$ cat src/rtl/fetch_sequencer.sv
// fetch_sequencer: instruction fetch controller; owns the PC, reads one byte per fetch over req/ack and pulses ir_load.
// Ports: clk/rst (sync, active-high); fetch, jump, jump_addr from the control unit;
// mem_req/mem_addr/mem_rdata/mem_ack to program memory; ir_load/ir_data to the instruction register;
// pc and busy status. Optional prefetch buffer enabled by defining FETCH_PREFETCH_EN.
module fetch_sequencer #(
  parameter int ADDR_W = 8,
  parameter logic [ADDR_W-1:0] RESET_PC = '0
) (
  input  logic              clk,
  input  logic              rst,
  input  logic              fetch,
  input  logic              jump,
  input  logic [ADDR_W-1:0] jump_addr,
  output logic              mem_req,
  output logic [ADDR_W-1:0] mem_addr,
  input  logic [7:0]        mem_rdata,
  input  logic              mem_ack,
  output logic              ir_load,
  output logic [7:0]        ir_data,
  output logic [ADDR_W-1:0] pc,
  output logic              busy
);
  typedef enum logic [1:0] {IDLE, REQ, LOAD, PREQ} state_t;
  state_t r_state, w_state;
  logic r_req, w_req, r_load, w_load, r_busy, w_busy, r_jp, w_jp;
  logic [ADDR_W-1:0] r_addr, w_addr, r_pc, w_pc, r_tgt, w_tgt, w_ea, w_jt;
  logic [7:0] r_ir, w_ir;
`ifdef FETCH_PREFETCH_EN
  logic [7:0] r_pf, w_pf;
  logic r_pfv, w_pfv, r_fp, w_fp;
`endif
  assign mem_req  = r_req;
  assign mem_addr = r_addr;
  assign ir_load  = r_load;
  assign ir_data  = r_ir;
  assign pc       = r_pc;
  assign busy     = r_busy;
  assign w_ea = jump ? jump_addr : r_pc;
  // a jump arriving in the same cycle as the redirect point beats an older pending one
  assign w_jt = jump ? jump_addr : r_tgt;
  always_comb begin
    w_state = r_state;
    w_req   = r_req;
    w_addr  = r_addr;
    w_pc    = r_pc;
    w_ir    = r_ir;
    w_load  = 1'b0;
    w_busy  = r_busy;
    w_jp    = r_jp;
    w_tgt   = r_tgt;
`ifdef FETCH_PREFETCH_EN
    w_pf  = r_pf;
    w_pfv = jump ? 1'b0 : r_pfv;
    w_fp  = r_fp;
`endif
    if (jump && r_state != IDLE) begin
      w_jp  = 1'b1;
      w_tgt = jump_addr;
    end
    case (r_state)
      IDLE: begin
`ifdef FETCH_PREFETCH_EN
        if (fetch && r_pfv && !jump) begin
          w_load  = 1'b1;
          w_ir    = r_pf;
          w_pc    = r_pc + ADDR_W'(1);
          w_pfv   = 1'b0;
          w_busy  = 1'b1;
          w_state = LOAD;
        end else
`endif
        if (fetch) begin
          w_req   = 1'b1;
          w_addr  = w_ea;
          w_pc    = w_ea;
          w_busy  = 1'b1;
          w_state = REQ;
        end else if (jump) w_pc = jump_addr;
      end
      REQ: if (mem_ack) begin
        w_ir    = mem_rdata;
        w_load  = 1'b1;
        w_req   = 1'b0;
        w_pc    = r_addr + ADDR_W'(1);
        w_state = LOAD;
      end
      LOAD: begin
        w_busy  = 1'b0;
        w_jp    = 1'b0;
        w_state = IDLE;
        w_pc    = (jump || r_jp) ? w_jt : r_pc;
`ifdef FETCH_PREFETCH_EN
        if (!(jump || r_jp)) begin
          w_req   = 1'b1;
          w_addr  = r_pc;
          w_state = PREQ;
        end
`endif
      end
`ifdef FETCH_PREFETCH_EN
      PREQ: begin
        if (fetch) begin
          w_fp   = 1'b1;
          w_busy = 1'b1;
        end
        if (mem_ack) begin
          w_req = 1'b0;
          w_fp  = 1'b0;
          if (jump || r_jp) begin
            // redirected while the prefetch was in flight: drop the byte
            w_pc    = w_jt;
            w_jp    = 1'b0;
            w_busy  = 1'b0;
            w_state = IDLE;
          end else if (r_fp || fetch) begin
            w_ir    = mem_rdata;
            w_load  = 1'b1;
            w_pc    = r_addr + ADDR_W'(1);
            w_busy  = 1'b1;
            w_state = LOAD;
          end else begin
            w_pf    = mem_rdata;
            w_pfv   = 1'b1;
            w_state = IDLE;
          end
        end
      end
`endif
      default: w_state = IDLE;
    endcase
  end
  always_ff @(posedge clk) begin
    if (rst) begin
      r_state <= IDLE;
      r_req   <= 1'b0;
      r_addr  <= '0;
      r_pc    <= RESET_PC;
      r_ir    <= '0;
      r_load  <= 1'b0;
      r_busy  <= 1'b0;
      r_jp    <= 1'b0;
      r_tgt   <= '0;
`ifdef FETCH_PREFETCH_EN
      r_pf    <= '0;
      r_pfv   <= 1'b0;
      r_fp    <= 1'b0;
`endif
    end else begin
      r_state <= w_state;
      r_req   <= w_req;
      r_addr  <= w_addr;
      r_pc    <= w_pc;
      r_ir    <= w_ir;
      r_load  <= w_load;
      r_busy  <= w_busy;
      r_jp    <= w_jp;
      r_tgt   <= w_tgt;
`ifdef FETCH_PREFETCH_EN
      r_pf    <= w_pf;
      r_pfv   <= w_pfv;
      r_fp    <= w_fp;
`endif
    end
  end
endmodule

$ cat config.mk
export PLATFORM = sky130hd
export DESIGN_NAME = fetch_sequencer
export DESIGN_NICKNAME = d
export VERILOG_FILES = /design/src/rtl/fetch_sequencer.sv
export SDC_FILE = /design/constraint.sdc
export NUM_CORES = 1
export LEC_CHECK = 0
export BUFFER_PORTS_ARGS = -buffer_cell sky130_fd_sc_hd__buf_2
export CELL_PAD_IN_SITES_DETAIL_PLACEMENT = 1
export CELL_PAD_IN_SITES_GLOBAL_PLACEMENT = 2
export CORE_MARGIN = 2
export CORE_UTILIZATION = 30
export DETAILED_ROUTE_END_ITERATION = 8
export GPL_TIMING_DRIVEN = 0
export PLACE_DENSITY = 0.9
export REMOVE_ABC_BUFFERS = 1
export SLEW_MARGIN = 10
export SYNTH_ARGS = -nofsm -noshare
export SYNTH_HDL_FRONTEND = slang
export SYNTH_SLANG_ARGS = --single-unit
$ cat constraint.sdc
create_clock -name clk -period 2 [get_ports clk]
set_input_delay 0.1 -clock clk [delete_from_list [all_inputs] [get_ports clk]]
set_output_delay 0.1 -clock clk [all_outputs]
set_load 0.02 [all_outputs]
==> results.ini <==
[layout]
seqCellArea_sq_um=760.7
n_antenna_cell=0
stdcell_area_sq_mm=0.002300
nFillCells=754
area_delta_synth_final_pct=21.64
multi_input_area_sq_mm=0.001077
drive_above_1_share=0.2582
instances_no_fill=350
nets=300

[floorplanning]
initial_core_util=0.3156
dieArea_sq_mm=0.006953
io_pins=48
fp.dieH_um=83.39
die_w_um=83.39
fp-row-count=28
core_sq_mm=0.005991

[cts]
clock-sinks=38
clk_path_buf_depth=2
root_buffer=clkbuf_8
clk_latency_ns=0.29
cts_buffers=5
htreeDepth=2
path_clk_slew_ns=0.08
cts_tree=yes

[sta]
finalWorstSetupSlack_ns=0.1263
whs_ns=0.05433
max_slew_margin=0.4951
fin_crit_sh=0.9368
hold_viol=0
setup_viol=0
min_period_ns=1.874
setup_tns_ns=0
drv_slew=0
max_freq_ghz=0.5337
tightest_slew_ns=0.7573
fin_skew_ns=0.004840

[global_routing]
grt_max_degree=41
grtUsageMet3=0.03579
grt_util_met2=0.2815
grtUsageTotal=0.1592
top_usage_layer=met2
grt_overflow=0
grt_pass1_vias=1848
antenna_found_initial=0
gr-usage-met1=0.1920
grt_pass1_wl_um=9032

[hold_path]
hold_path_startpoint=mem_rdata[0]
whs_endpoint=ir_data[0]
hold_class=primary input to flop
min_path_cells=3

[setup_path]
crit_arrival_ns=2.09
rr_endpoint=pc[2]
r2r_start=r_state[1]
start_kind=flop
end_kind=flop
critPathMaxFanout=21
critPathKind=flop to flop
crit_required_ns=2.22
regToRegSetupSlack_ns=0.13
reg2reg_depth=6
crit_start=r_state[1]

[status]
status=finished clean

[placed_design]
port_buffers=47
placed_cell_area_sq_mm=0.002151
place_inst=340
hpwl_um=3567
dp_slack_ns=-0.4485
gp_congestion=0.7450

[route]
wl_per_cell_um=15.15
viasPerCell=5.137
first_pass_iters=6
drc=0
wl_um=5303
detail-route-antenna-nets=0
drt_iter0_markers=95
num_vias=1798

[synth]
syn_area_sq_mm=0.001891
synth_ff_type=dfxtp_1
yosysWarningCount=0
synth_area_leaders=dfxtp_1 40%, a21oi_1 6.9%, nand2_1 6.8%
synthArstFlopShare=0
seq_area_frac_synth=0.4024
yosys.area.top_type=dfxtp_1
syn_avg_cell_area_sq_um=8.079
ys_types=38
synth_seq_cells=38
synth_top_area_frac=0.4024
syn_inst=234
synth_edf_count=0

[pwr]
ir_drop_mv=0.3459
p_leak_uw=0.0009480
p_per_area_mw_per_mm2=1066

[run]
cap_violations=0

layer usage:
metal	wire length, um	vias up
met1	2422	872
met5	0	-
met4	50	0
met2	2674	21
met3	156	4
li1	-	901
timing repair:
item / 4_1_cts / 5_1_grt
setup endpoints to repair: 8 / 7
hold endpoints to repair: 0 / 0
setup buffers: 0 / 2
gates resized for setup: 7 / 2
hold buffers: 0 / 0
pin swaps: 0 / 1
area by class of cell:
class,instances,share of cell area
multi-input combinational,173,0.4684
sequential,38,0.3308
timing repair buffer,49,0.1088
tap,75,0.04081
clock buffer,7,0.03754
inverter,7,0.01143
clock inverter,1,0.002176
per-stage QoR:
step	power (uW)	utilization
2_1_floorplan	1553	-
6_report	2452	0.3839
5_1_grt	2630	0.3839
3_5_place_dp	1853	0.3590
4_1_cts	2447	0.3805
3_3_place_gp	1833	0.3590
synthesized netlist by cell type (5+ instances only):
| master | n |
|---|---|
| dfxtp_1 | 38 |
| nand2_1 | 34 |
| a21oi_1 | 26 |
| nor2_1 | 18 |
| nand3_1 | 14 |
| mux2i_1 | 12 |
| o21ai_0 | 9 |
| clkbuf_1 | 8 |
| a211oi_1 | 7 |
| inv_1 | 7 |
| nand2b_1 | 6 |
| ha_1 | 5 |
| nor3_1 | 5 |
sequential cells by signal (all words and copies together), names as in the netlist:
signal	cells
ir_load	1
busy	1
pc	8
r_tgt	8
mem_addr	8
r_state	2
r_jp	1
mem_req	1
ir_data	8
power breakdown:
part           internal, uW  switching (uW)
Sequential              881             104
Combinational           353             555
Clock                   279             280
worst max-delay path, cell delays in order, from the launching register on:
cell and delay, ns:
dfxtp_1 0.34, inv_1 0.11, ha_4 0.26, nor2b_2 0.22
or3_4 0.46, a211o_1 0.26, a21oi_2 0.13
how the worst max path moves through the flow:
stage,endpoint,cells past startpoint
after global placement,pc[6],6
after CTS,pc[6],6
after floorplan,pc[2],6
after detailed placement,pc[6],6
final,pc[2],6
after global routing,mem_addr[1],5
logic make-up (layout without fill, tap and decap cells):
family	count (synthesis)	after routing	share of synthesized area
AOI/OAI and AO/OA	58	58	0.1932
xor gates and xnor gates	3	3	0.01390
adders and majority gates	5	5	0.03309
buffers and inverters	23	64	0.05030
DFF	38	38	0.4024
muxes	13	13	0.06949
and+or+nand+nor	94	94	0.2376
cells in the final DEF, fill, tap and decap left out, types with 3 or more instances in the layout:
| cell | instances |
|---|---|
| o221a_2 | 3 |
| buf_2 | 47 |
| nand2b_1 | 6 |
| or3_1 | 3 |
| mux2i_1 | 12 |
| a21boi_0 | 3 |
| dfxtp_1 | 38 |
| a21oi_1 | 26 |
| o211ai_1 | 3 |
| inv_1 | 7 |
| nor3_1 | 5 |
| nand2_1 | 34 |
| o21ai_0 | 9 |
| clkbuf_8 | 6 |
| nand3_1 | 14 |
| a211oi_1 | 7 |
| nor2_1 | 18 |
Note: power is estimated with default switching activity, not from simulation.
